[config.mk]
export PLATFORM = sky130hd
export DESIGN_NAME = inst_fetch_queue
export DESIGN_NICKNAME = d
export VERILOG_FILES = /design/src/rtl/fetchq_pkg.sv /design/src/rtl/fetchq_ram.sv /design/src/rtl/inst_fetch_queue.sv
export SDC_FILE = /design/constraint.sdc
export NUM_CORES = 1
export LEC_CHECK = 0
export ABC_AREA = 1
export CAP_MARGIN = 20
export CORE_AREA = 5 5 119 166
export CTS_BUF_LIST = sky130_fd_sc_hd__clkbuf_8 sky130_fd_sc_hd__clkbuf_16
export CTS_CLUSTER_DIAMETER = 150
export DETAILED_ROUTE_END_ITERATION = 7
export DIE_AREA = 0 0 124 171
export PLACE_DENSITY = 0.86
export SKIP_CTS_REPAIR_TIMING = 1
export SLEW_MARGIN = 20
export SYNTH_ARGS = -nofsm -noshare
export SYNTH_HDL_FRONTEND = slang
export SYNTH_SLANG_ARGS = --single-unit
[constraint.sdc]
create_clock -name clk -period 7.4 [get_ports clk]
set_input_delay 2.22 -clock clk [delete_from_list [all_inputs] [get_ports clk]]
set_output_delay 2.22 -clock clk [all_outputs]
set_load 0.01 [all_outputs]
[src/rtl/fetchq_pkg.sv]
// rtl/fetchq_pkg.sv - shared types and constants for the instruction fetch queue
package fetchq_pkg;

   localparam int FETCHQ_DEPTH = 4;
   localparam int FETCHQ_XLEN  = 32;

   localparam logic [FETCHQ_XLEN-1:0] NOP_INST = 32'h00000013;

   typedef struct packed {
      logic [FETCHQ_XLEN-1:0] pc;
      logic [FETCHQ_XLEN-1:0] inst;
   } fetch_entry_t;

endpackage

[src/rtl/fetchq_ram.sv]
// rtl/fetchq_ram.sv - DEPTH x fetch_entry_t register array, sync write, async read
module fetchq_ram
   import fetchq_pkg::*;
#(
   parameter int DEPTH = FETCHQ_DEPTH,
   parameter int AW    = $clog2(DEPTH)
) (
   input  logic          clk_i,
   input  logic          we_i,
   input  logic [AW-1:0] waddr_i,
   input  fetch_entry_t  wdata_i,
   input  logic [AW-1:0] raddr_i,
   output fetch_entry_t  rdata_o
);

   fetch_entry_t mem_q [DEPTH];

   // Data carries no reset; validity is tracked entirely by the pointers.
   always_ff @(posedge clk_i) begin
      if (we_i) begin
         mem_q[waddr_i] <= wdata_i;
      end
   end

   assign rdata_o = mem_q[raddr_i];

endmodule

[src/rtl/inst_fetch_queue.sv]
// rtl/inst_fetch_queue.sv - IFU-to-decode decoupling FIFO with flush; FETCHQ_BYPASS_EN enables empty-queue bypass
module inst_fetch_queue
   import fetchq_pkg::*;
#(
   parameter int DEPTH = FETCHQ_DEPTH,
   parameter int XLEN  = FETCHQ_XLEN
) (
   input  logic                     clk,
   input  logic                     rst_n,
   input  logic                     in_valid,
   input  logic [XLEN-1:0]          in_pc,
   input  logic [XLEN-1:0]          in_inst,
   output logic                     in_ready,
   output logic                     out_valid,
   output logic [XLEN-1:0]          out_pc,
   output logic [XLEN-1:0]          out_inst,
   input  logic                     out_ready,
   input  logic                     flush,
   output logic [$clog2(DEPTH):0]   count
);

   localparam int AW = $clog2(DEPTH);
   localparam int PW = AW + 1;

   logic [PW-1:0] wr_ptr_q, wr_ptr_d;
   logic [PW-1:0] rd_ptr_q, rd_ptr_d;
   logic          empty, full;
   logic          push, pop, bypass, ram_we;
   fetch_entry_t  wentry, head;

   assign empty = (wr_ptr_q == rd_ptr_q);
   assign full  = (wr_ptr_q[AW] != rd_ptr_q[AW]) && (wr_ptr_q[AW-1:0] == rd_ptr_q[AW-1:0]);

`ifdef FETCHQ_BYPASS_EN
   assign bypass = empty & in_valid & ~flush;
`else
   assign bypass = 1'b0;
`endif

   assign push = in_valid & ~full;
   assign pop  = ~empty & out_ready;
   // A bypassed entry that decode takes immediately never touches storage.
   assign ram_we = push & ~flush & ~(bypass & out_ready);

   assign wentry.pc   = in_pc;
   assign wentry.inst = in_inst;

   fetchq_ram #(
      .DEPTH (DEPTH),
      .AW    (AW)
   ) u_ram (
      .clk_i   (clk),
      .we_i    (ram_we),
      .waddr_i (wr_ptr_q[AW-1:0]),
      .wdata_i (wentry),
      .raddr_i (rd_ptr_q[AW-1:0]),
      .rdata_o (head)
   );

   always_comb begin
      wr_ptr_d = wr_ptr_q;
      rd_ptr_d = rd_ptr_q;
      if (flush) begin
         wr_ptr_d = '0;
         rd_ptr_d = '0;
      end else begin
         if (ram_we) wr_ptr_d = wr_ptr_q + 1'b1;
         if (pop)    rd_ptr_d = rd_ptr_q + 1'b1;
      end
   end

   always_ff @(posedge clk or negedge rst_n) begin
      if (!rst_n) begin
         wr_ptr_q <= '0;
         rd_ptr_q <= '0;
      end else begin
         wr_ptr_q <= wr_ptr_d;
         rd_ptr_q <= rd_ptr_d;
      end
   end

   assign in_ready  = ~full;
   assign out_valid = ~empty | bypass;
   assign count     = wr_ptr_q - rd_ptr_q;

   always_comb begin
      out_pc   = '0;
      out_inst = NOP_INST;
      if (bypass) begin
         out_pc   = in_pc;
         out_inst = in_inst;
      end else if (!empty) begin
         out_pc   = head.pc;
         out_inst = head.inst;
      end
   end

endmodule
* Yosys cells after proc, flatten, opt, wreduce, memory -nomap -nowiden *
Memory sizes are Yosys's and may differ from the RTL's.
Index checks and enable logic that the tools add are counted.

word-level totals
  bits in registers = 6
  bits in writable memories = 256
  bits of input ports = 69
  output and inout bits = 69
  memories = 1

cells by class
  add/sub/neg operators = 3
  eq/ne operators = 3
  multiplexer cells = 8
  bitwise gates (word level) = 6
  reduce and logical (&&, ||, !) cells = 3

memory list
  name         words  width  rd ports  clocked after Yosys merged registers in  wr ports  line              source
  u_ram.mem_q  4      64     1         0                                        1         fetchq_ram.sv:16  fetch_entry_t mem_q [DEPTH];

operators with widths
  kind                                                           number
  32-bit two-way mux                                             2
  3-bit two-way mux                                              4
  3-bit by 1-bit adder with 3-bit output, second input constant  2
  2-bit nonzero test                                             2
  1-bit bitwise AND                                              3
  3-bit equality test                                            1
  1-bit NOT                                                      3
  3-bit subtractor                                               1
  2-bit equality test                                            1
  1-bit two-way mux                                              2
  1-bit logical AND                                              1
  1-bit != test                                                  1

* Depth between registers and ports, before layout *
Gate-level depths: netlist of run 1.

  depth in word-level cells = 7
  mapped depth = 9
  depth with buffers taken out = 8

* Cells and area by module *
Synthesis of run 1 repeated with hierarchy kept, for this count alone.

unflattened totals
  cell total of the unflattened synthesis = 1202
  area, all modules = 11805.1 um2

modules (own cells, without submodules)
  module            instances  cells an instance  area each (um2)
  fetchq_ram        1          1010               10761.6
  inst_fetch_queue  1          192                1043.5

* Worst setup path before layout of run 1 *
OpenSTA, ideal clock, no wires.

  kind = input to register
  start point = in flush
  end point = mem u_ram.mem_q[0][0] in the netlist's numbering, enable pin
  library setup time = 0.487 ns
  arrival = 5.138 ns
  data required time = 6.913 ns
  setup slack = 1.776 ns
  cell stages on the path = 3
  cell sequence = inv_1 -> nand3_1 -> nor2_1

between the ends
  word-level cells in the longest chain between the ends = 4

ends and longest elaborated chain
  item                                     line                    source
  start, declared                          inst_fetch_queue.sv:18  input logic flush,
  1-bit NOT                                inst_fetch_queue.sv:43  assign ram_we = push & ~flush & ~(bypass & out_ready);
  1-bit bitwise AND                        inst_fetch_queue.sv:43
  1-bit two-way mux                        fetchq_ram.sv:20        if (we_i) begin
  1-bit two-way mux (implied by the code)  fetchq_ram.sv:21        mem_q[waddr_i] <= wdata_i;
  end, declared                            fetchq_ram.sv:16

No other way between the ends.

* Final worst setup path of run 1 *
  start point = reg rd_ptr_q[0]
  end point = out out_inst[10]

between the ends
  word-level cells in the longest chain between the ends = 2
  elaborated cells on any way between the ends = 3
  those cells by class = 1 x eq/ne; 1 x mux; 1 x memory

ends and longest elaborated chain
  item                                                      line                    source
  start, declared                                           inst_fetch_queue.sv:26  logic [PW-1:0] rd_ptr_q, rd_ptr_d;
  start signal, assigned                                    inst_fetch_queue.sv:78  rd_ptr_q <= rd_ptr_d;
  memory 4 x 64 bit or 3-bit equality test (tied branches)  --
  32-bit two-way mux (*)                                    inst_fetch_queue.sv:92  end else if (!empty) begin
  end, declared                                             inst_fetch_queue.sv:16  output logic [XLEN-1:0] out_inst,

Mark *: on every way between the ends. The rest lies on a longest branch, timed or not.

==> results.sh, run 1 <==
export IMPL_status="finished, final reports clean"
export IMPL_cts_clk_slew_worst_paths_ps=70
export IMPL_synthFlopType="edfxtp_1"
export IMPL_placement_cell_area_um2=11900
export IMPL_critPathMaxStageDelay_ps=840
export IMPL_synth_mux_area_frac=0
export IMPL_cp_required_ps=5180
export IMPL_synth_edf_count=256
export IMPL_r2r_slack_ps=3940
export IMPL_fillerInstances=1220
export IMPL_first_pass_iters=6
export IMPL_fin_cells=1203
export IMPL_slew_headroom=0.300
export IMPL_reg2reg_from="rd_ptr_q[0]"
export IMPL_drive_gt1_frac=0.0532
export IMPL_power_per_cell_area_nw_per_um2=279
export IMPL_setup_viol=0
export IMPL_vdd_drop_max_mv=0.203
export IMPL_grt_use_total=0.210
export IMPL_async_reset_ff_frac=0.0229
export IMPL_synth_distinct_cells=21
export IMPL_grt_first_pass_wirelength_um=34400
export IMPL_crit_start="rd_ptr_q[0]"
export IMPL_initial_core_util=0.571
export IMPL_clock_latency_ps=490
export IMPL_finalWorstSetupSlack_ps=1670
export IMPL_fmax_ghz=0.175
export IMPL_cp_slowest_cell="clkinv_2"
export IMPL_crit_end="out_inst[10]"
export IMPL_placementRows=59
export IMPL_coreArea_um2=18200
export IMPL_gp_congestion=0.842
export IMPL_synthCells=823
export IMPL_grt_remaining_overflow=0
export IMPL_yosysMostFrequentCell="edfxtp_1"
export IMPL_avgSynthCellArea_um2=12.6
export IMPL_diodes=0
export IMPL_clkSinkCount=262
export IMPL_p_leak_nw=4.33
export IMPL_synth_top_family_by_area="simple AND/OR/NAND/NOR gates"
export IMPL_grt_pass1_vias=6863
export IMPL_dr_total_vias=6682
export IMPL_yosysTopAreaCell="edfxtp_1"
export IMPL_finalCritPeriodShare=0.774
export IMPL_worstHoldStart="wr_ptr_q[2]"
export IMPL_synthTopCellsByArea="edfxtp_1 74%, nor2_1 9.0%, o21ai_0 5.8%"
export IMPL_worst_pin_slew_ps=1050
export IMPL_synth_xor_area_frac=0.000842
export IMPL_synth_seq_area_share=0.753
export IMPL_fin_area_um2=12600
export IMPL_r2r_worst_path_cells=7
export IMPL_dpl_worst_slack_ps=2180
export IMPL_syn_to_final_growth_pct=21.4
export IMPL_cp_data_arrival_time_ps=3510
export IMPL_yosys_warnings=0
export IMPL_die_area_um2=21200
export IMPL_cts_tree="yes"
export IMPL_synthSimpleGateAreaFrac=0.109
export IMPL_path_cells="clkinv_2, buf_4, o21ai_0, a21oi_1, clkdlybuf4s50_1"
export IMPL_place_port_buffers=137
export IMPL_syn_area_um2=10400
export IMPL_clock_skew_ps=8.88
export IMPL_slew_viol_final=0
export IMPL_fp_dieW_um=124
export IMPL_crit_type="register to primary output"
export IMPL_cts_htree_levels=1
export IMPL_place_inst=1164
export IMPL_die_h_um=171
export IMPL_io_pins=138
export IMPL_drtIter0Drc=722
export IMPL_synth_compound_area_frac=0.0924
export IMPL_worst_setup_path_start_kind="register"
export IMPL_yosys_top_cells_count="256 x edfxtp_1, 250 x nor2_1, 121 x o21ai_0"
export IMPL_cts_buffers_inserted=23
export IMPL_hold_class="register to register"
export IMPL_antenna_found_initial=4
export IMPL_synthAdderAreaFrac=0.0103
export IMPL_antenna_left=0
export IMPL_finalHoldViolCount=0
export IMPL_cp_max_fo=82
export IMPL_ys_seq_elements=262
export IMPL_wire_per_inst_um=18.7
export IMPL_dpl_hpwl_um=12500
export IMPL_route_detailed_drc=0
export IMPL_nets=1022
export IMPL_tns_ps=0
export IMPL_synth_nets=900
export IMPL_synth_top_area_frac=0.739
export IMPL_endpoint_kind="primary output"
export IMPL_drt_wl_total_um=22500
export IMPL_rsz0062_at_grt="false"
export IMPL_clock_path_buffers=3
export IMPL_root_buffer="clkbuf_16"
export IMPL_vias_per_cell=5.55
export IMPL_final_min_clock_period_ps=5730
export IMPL_grt_max_degree=107
export IMPL_fin_hold_ws_ps=591
export IMPL_reg2reg_to="u_ram.mem_q[1][16]"
export IMPL_max_cap_violations=0
==> cell type report <==
class | instances | area, µm² | share of cell area
inverters | 16 | 63.8 | 0.00505
repair buffers | 146 | 1470 | 0.116
clock inverters | 15 | 119 | 0.00941
clock buffers | 24 | 589 | 0.0466
well taps | 244 | 305 | 0.0242
multi-input cells | 496 | 2250 | 0.178
flip-flops and latches | 262 | 7840 | 0.621
==> registers in the layout, summed over array words and instances (netlist names) <==
register	flops
u_ram.mem_q	256
wr_ptr_q	3
rd_ptr_q	3
==> metrics by stage <==
step	util	total power, mW
6_report	0.693	3.52
5_1_grt	0.693	3.66
4_1_cts	0.693	3.54
3_5_place_dp	0.654	2.43
3_3_place_gp	0.654	2.41
2_1_floorplan	-	2.10
==> cell usage in the layout, fill, tap and decap left out, drive strengths merged, types with 2 or more instances in the layout <==
cell type	netlist	routed
edfxtp	256	256
nor2	250	250
clkdlybuf4s50	0	137
o21ai	125	125
a21oi	67	67
nand2	30	30
clkbuf	14	24
inv	16	20
nand3	9	9
buf	35	9
clkinv	0	8
ha	7	7
nand4	6	6
dfrtp	6	6
bufinv	0	2
==> critical path: cells and delay by family (launching register included) <==
family	cells	cell delay [ps]
buf+inv	3	1990
flops	1	620
compound gates	2	390
==> cell families (layout without fill, tap and decap cells) <==
kind of cell	Yosys count	after routing
simple gates	295	295
flops	262	262
compound gates	192	192
buf+inv	65	201
fa+ha+maj	8	8
xor+xnor	1	1
==> per-layer routing <==
metal  part of all wire  vias up  track usage  wire length (µm)
met5             0.0030        -            0                68
met4              0.025        8       0.0801               555
met3              0.064       46       0.0400              1440
met2               0.53      264        0.381             12000
met1               0.37     3216        0.245              8430
li1                   -     3148            -                 -
==> worst min-delay path by stage <==
stage / slack (ps) / end / depth (start not counted)
2_1_floorplan: 520 / wr_ptr_q[0] / 2
3_3_place_gp: 560 / wr_ptr_q[2] / 2
3_5_place_dp: 570 / wr_ptr_q[2] / 2
4_1_cts: 590 / wr_ptr_q[2] / 2
5_1_grt: 630 / wr_ptr_q[2] / 2
6_report: 590 / wr_ptr_q[2] / 2
==> power breakdown <==
part	switching (mW)	internal, mW	total [mW]
Combinational	0.403	0.304	0.707
Clock	0.481	0.642	1.12
Sequential	0.0186	1.67	1.69
Power figures use the tool's default switching activity.
==> inputs of run 2 (changes only) <==
--- a/config.mk
+++ b/config.mk
@@ -7,12 +7,12 @@
 export LEC_CHECK = 0
 export ABC_AREA = 1
 export CAP_MARGIN = 20
-export CORE_AREA = 5 5 119 166
+export CORE_AREA = 5 5 128 179
 export CTS_BUF_LIST = sky130_fd_sc_hd__clkbuf_8 sky130_fd_sc_hd__clkbuf_16
 export CTS_CLUSTER_DIAMETER = 150
 export DETAILED_ROUTE_END_ITERATION = 7
-export DIE_AREA = 0 0 124 171
-export PLACE_DENSITY = 0.86
+export DIE_AREA = 0 0 133 184
+export PLACE_DENSITY = 0.79
 export SKIP_CTS_REPAIR_TIMING = 1
 export SLEW_MARGIN = 20
 export SYNTH_ARGS = -nofsm -noshare
==> constraint.sdc (replaced) <==
create_clock -name clk -period 4.7 [get_ports clk]
set_input_delay 1.41 -clock clk [delete_from_list [all_inputs] [get_ports clk]]
set_output_delay 1.41 -clock clk [all_outputs]
set_load 0.01 [all_outputs]
==> run 2 against run 1 <==
  * Worst setup slack worse by 1500 ps
  * Combinational power is 60% higher
  * Count of clock-buffer cells in the layout increased by 3
  * Sequential cell count stayed put
  * Die area grew 15%
  * Hold slack worse by 13 ps
  * Largest power group unchanged
==> results.sh, run 2 (same netlist as run 1, synthesis figures left out) <==
export IMPL_diodes=0
export IMPL_p_seq_frac=0.473
export IMPL_cts_tree="yes"
export IMPL_wire_per_inst_um=19.5
export IMPL_worst_pin_slew_ps=883
export IMPL_cp_max_fo=74
export IMPL_hold_class="register to register"
export IMPL_placement_cell_area_um2=12000
export IMPL_cpMostUsedCell="nor2_1"
export IMPL_place_inst=1185
export IMPL_clock_latency_ps=530
export IMPL_antenna_found_initial=1
export IMPL_cp_required_ps=3290
export IMPL_rsz0062_at_grt="false"
export IMPL_cts_clk_slew_worst_paths_ps=70
export IMPL_tns_ps=0
export IMPL_final_cell_mix="256 x edfxtp_1, 246 x nor2_1, 137 x clkdlybuf4s50_1, 121 x o21ai_0, 67 x a21oi_1"
export IMPL_clockPowerShare=0.326
export IMPL_slew_headroom=0.411
export IMPL_critPathMaxStageDelay_ps=700
export IMPL_power_frac_comb=0.201
export IMPL_regMostFlops="u_ram.mem_q"
export IMPL_crit_family="buffers and inverters"
export IMPL_route_detailed_drc=0
export IMPL_syn_to_final_growth_pct=22.6
export IMPL_slew_viol_final=0
export IMPL_cp_data_arrival_time_ps=3080
export IMPL_finalWorstSetupSlack_ps=214
export IMPL_vias_per_cell=5.47
export IMPL_drtIter0Drc=604
export IMPL_worst_path_buf_inv=2
export IMPL_endpoint_kind="primary output"
export IMPL_fp_dieW_um=133
export IMPL_fin_area_um2=12800
export IMPL_fin_cells=1229
export IMPL_clock_skew_ps=27.3
export IMPL_die_h_um=184
export IMPL_final_min_clock_period_ps=4490
export IMPL_finalHoldViolCount=0
export IMPL_setup_viol=0
export IMPL_r2r_slack_ps=1760
export IMPL_cp_slowest_cell="buf_4"
export IMPL_reg_top3="u_ram.mem_q x256, rd_ptr_q x3, wr_ptr_q x3"
export IMPL_place_port_buffers=137
export IMPL_grt_use_total=0.190
export IMPL_grt_remaining_overflow=0
export IMPL_p_leak_nw=4.39
export IMPL_antenna_left=0
export IMPL_placementRows=63
export IMPL_root_buffer="clkbuf_16"
export IMPL_drive_gt1_frac=0.0599
export IMPL_first_pass_iters=7
export IMPL_cts_htree_levels=1
export IMPL_power_switching_mw=1.47
export IMPL_cts_buffers_inserted=24
export IMPL_power_per_cell_area_nw_per_um2=440
export IMPL_finalCritPeriodShare=0.954
export IMPL_switching_share=0.261
export IMPL_max_cap_violations=0
export IMPL_drt_wl_total_um=23900
export IMPL_fmax_ghz=0.223
export IMPL_grt_pass1_vias=6562
export IMPL_clkSinkCount=262
export IMPL_fin_hold_ws_ps=578
export IMPL_dpl_worst_slack_ps=671
export IMPL_io_pins=138
export IMPL_p_int_mw=4.15
export IMPL_crit_type="register to primary output"
export IMPL_status="finished, final reports clean"
export IMPL_dpl_hpwl_um=14500
export IMPL_layout_commonest_cell="edfxtp_1"
export IMPL_grt_first_pass_wirelength_um=36500
export IMPL_initial_core_util=0.494
export IMPL_grt_max_degree=75
export IMPL_vdd_drop_max_mv=0.375
export IMPL_largest_reg_flops=256
export IMPL_clock_path_buffers=3
export IMPL_dr_total_vias=6718
export IMPL_coreArea_um2=21000
export IMPL_path_cells="buf_4, nor2_1, nor2_1, o21ai_0, a21oi_1, clkdlybuf4s50_1"
export IMPL_nets=1028
export IMPL_die_area_um2=24500
export IMPL_worst_setup_path_start_kind="register"
export IMPL_gp_congestion=0.823
## run 2: cell count changes in the layout (fill, tap and decap cells not counted), sizes merged
cell	delta
buf	+5
clkinv	+4
clkbuf	+3
bufinv	-1
clkinvlp	-1
## run 2: cell type report
cell class | instances | area [µm²]
timing repair buffer | 151 | 1530
inverter | 16 | 66.3
tap | 260 | 325
clock buffer | 27 | 642
multi-input combinational | 496 | 2250
clock inverter | 17 | 113
fill | 1578 | 8290
sequential | 262 | 7840
## run 2: worst paths after layout
check,from,cells past startpoint,endpoint
worst max-delay path,rd_ptr_q[0],6,out_pc[28]
worst min-delay path,wr_ptr_q[0],2,wr_ptr_q[0]
worst max register to register,rd_ptr_q[0],7,u_ram.mem_q[0][6]
worst min register to register,wr_ptr_q[0],2,wr_ptr_q[0]
max in group asynchronous,rst_n,1,rd_ptr_q[0]
min in group asynchronous,rst_n,1,rd_ptr_q[0]
## run 2: routing by layer
layer  track usage  share of wire  vias to the layer above
met5             0        0.00054                        -
met4        0.0815          0.036                        2
met3        0.0298          0.054                       44
met2         0.345           0.53                      237
met1         0.225           0.38                     3262
li1              -              -                     3173
## run 2: metrics by stage
| step | power (mW) | utilization |
|---|---|---|
| 4_1_cts | 5.67 | 0.606 |
| 3_3_place_gp | 3.83 | 0.570 |
| 2_1_floorplan | 3.30 | - |
| 3_5_place_dp | 3.85 | 0.570 |
| 5_1_grt | 5.85 | 0.606 |
| 6_report | 5.62 | 0.606 |
## run 2: power by group through the flow
stage | Sequential [mW] | Combinational, mW | Clock, mW
final | 2.66 | 1.13 | 1.83
after floorplan | 2.70 | 0.604 | 0
after global routing | 2.66 | 1.23 | 1.96
after global placement | 2.71 | 1.12 | 0
after detailed placement | 2.71 | 1.14 | 0
after CTS | 2.66 | 1.15 | 1.87
## run 2: worst register-to-register path: cells and delay by family (launching register included)
family	cells	cell delay, ps
buf+inv	2	420
fa+ha+maj	1	360
simple gates	4	1210
flops	1	620
==> inputs of run 3 (changes only) <==
--- a/config.mk
+++ b/config.mk
@@ -7,11 +7,12 @@
 export LEC_CHECK = 0
 export ABC_AREA = 1
 export CAP_MARGIN = 20
-export CORE_AREA = 5 5 128 179
+export CORE_AREA = 4 4 127 178
 export CTS_BUF_LIST = sky130_fd_sc_hd__clkbuf_8 sky130_fd_sc_hd__clkbuf_16
 export CTS_CLUSTER_DIAMETER = 150
 export DETAILED_ROUTE_END_ITERATION = 7
-export DIE_AREA = 0 0 133 184
+export DIE_AREA = 0 0 131 182
+export GPL_ROUTABILITY_DRIVEN = 0
 export PLACE_DENSITY = 0.79
 export SKIP_CTS_REPAIR_TIMING = 1
 export SLEW_MARGIN = 20
==> run 3 against run 2 <==
  * Register-to-register slack better by 240 ps
  * Power is 4.0% higher
  * Sequential power about the same
  * Clock power rose by 13%
  * Sequential share of layout area is 0.44 points lower
  * Critical path depth did not move
  * Utilization increased by 0.43 points
  * Combinational power barely moved
  * Critical path type unchanged
  * First-iteration DRC count down 15%
  * Final cell count increased by 0.16%
  * Fmax increased by 3.2%
==> results.sh, run 3 (same netlist as run 1, synthesis figures left out) <==
export IMPL_grt_max_degree=95
export IMPL_layout_commonest_cell="edfxtp_1"
export IMPL_antenna_left=0
export IMPL_route_detailed_drc=0
export IMPL_root_buffer="clkbuf_16"
export IMPL_final_cell_mix="256 x edfxtp_1, 246 x nor2_1, 137 x clkdlybuf4s50_1, 121 x o21ai_0, 67 x a21oi_1"
export IMPL_cts_htree_levels=1
export IMPL_dpl_hpwl_um=13800
export IMPL_syn_to_final_growth_pct=23.5
export IMPL_finalCritPeriodShare=0.925
export IMPL_nets=1028
export IMPL_drive_gt1_frac=0.0599
export IMPL_reg_top3="u_ram.mem_q x256, rd_ptr_q x3, wr_ptr_q x3"
export IMPL_vdd_drop_max_mv=0.265
export IMPL_finalHoldViolCount=0
export IMPL_endpoint_kind="primary output"
export IMPL_dr_total_vias=6705
export IMPL_final_min_clock_period_ps=4350
export IMPL_wire_per_inst_um=18.9
export IMPL_slew_viol_final=0
export IMPL_drtIter0Drc=511
export IMPL_tns_ps=0
export IMPL_worst_setup_path_start_kind="register"
export IMPL_regMostFlops="u_ram.mem_q"
export IMPL_rsz0062_at_grt="false"
export IMPL_max_cap_violations=0
export IMPL_cts_clk_slew_worst_paths_ps=60
export IMPL_grtUsageMet3=0.0288
export IMPL_coreArea_um2=21000
export IMPL_grt_remaining_overflow=0
export IMPL_fmax_ghz=0.230
export IMPL_use_met1=0.237
export IMPL_clock_latency_ps=520
export IMPL_place_port_buffers=137
export IMPL_placement_cell_area_um2=12000
export IMPL_largest_reg_flops=256
export IMPL_clock_skew_ps=20.9
export IMPL_die_h_um=182
export IMPL_grt_first_pass_wirelength_um=35700
export IMPL_fin_area_um2=12900
export IMPL_die_area_um2=23800
export IMPL_slew_headroom=0.311
export IMPL_drt_wl_total_um=23200
export IMPL_crit_type="register to primary output"
export IMPL_p_leak_nw=4.41
export IMPL_placementRows=63
export IMPL_clkSinkCount=262
export IMPL_cp_required_ps=3290
export IMPL_grt_pass1_vias=6790
export IMPL_power_per_cell_area_nw_per_um2=455
export IMPL_grt_busiest_layer="met2"
export IMPL_io_pins=138
export IMPL_grt_use_total=0.192
export IMPL_cp_data_arrival_time_ps=2940
export IMPL_first_pass_iters=7
export IMPL_setup_viol=0
export IMPL_cts_tree="yes"
export IMPL_cts_buffers_inserted=25
export IMPL_initial_core_util=0.494
export IMPL_vias_per_cell=5.45
export IMPL_status="finished, final reports clean"
export IMPL_hold_class="register to register"
export IMPL_worst_pin_slew_ps=1030
export IMPL_cp_max_fo=94
export IMPL_antenna_found_initial=1
export IMPL_use_met2=0.333
export IMPL_clock_path_buffers=3
export IMPL_fp_dieW_um=131
==> run 3: cell types whose count changed in the layout (fill, tap and decap cells not counted), moves of 2 or more <==
cell       before  now
bufinv_16       1    5
clkbuf_8        3    0
clkinv_2        5    3
diode_2         0    2
==> run 3: final cells by class <==
class | count | area, µm²
diodes | 2 | 5.00
clock buffers | 25 | 626
clock inverters | 20 | 225
fillers | 1531 | 8190
inverters | 16 | 63.8
multi-input cells | 496 | 2250
flip-flops and latches | 262 | 7840
well taps | 260 | 325
repair buffers | 150 | 1520
==> run 3: where the power goes <==
group	leakage, nW	switching [mW]	internal (mW)
registers	2.40	0.0160	2.63
logic	1.58	0.648	0.489
clock network	0.428	0.817	1.24
total	4.41	1.48	4.36
==> run 3: worst paths after layout <==
path / cells past startpoint / endpoint / slack [ps] / from
worst max-delay path: 6 / out_inst[20] / 350 / rd_ptr_q[0]
worst min-delay path: 2 / wr_ptr_q[0] / 570 / wr_ptr_q[0]
worst max register to register: 8 / u_ram.mem_q[1][14] / 2000 / wr_ptr_q[0]
worst min register to register: 2 / wr_ptr_q[0] / 570 / wr_ptr_q[0]
max in group asynchronous: 1 / rd_ptr_q[0] / 3280 / rst_n
min in group asynchronous: 1 / rd_ptr_q[1] / 1150 / rst_n
==> run 3: through the flow <==
stage / std cells / total power, mW / util / setup WS, ps / hold slack (ps)
2_1_floorplan: 823 / 3.30 / - / -114 / 525
3_3_place_gp: 1184 / 3.83 / 0.570 / 852 / 549
3_5_place_dp: 1184 / 3.85 / 0.570 / 821 / 559
4_1_cts: 1229 / 5.89 / 0.610 / 298 / 571
5_1_grt: 1230 / 6.09 / 0.611 / 157 / 599
6_report: 1231 / 5.84 / 0.611 / 354 / 569
==> run 3: worst max-delay path, cell delays in order (launching register included) <==
cell and delay (ps):
dfrtp_4 430, buf_4 780, nor2_1 130, nor2_1 130, o21ai_0 200, a21oi_1 190, clkdlybuf4s50_1 550
==> run 3: routing by layer <==
metal,wire (µm),share of wire,vias up
met5,0,0,-
met4,927,0.040,0
li1,-,-,3172
met2,12300,0.53,282
met1,8440,0.36,3201
met3,1570,0.068,50
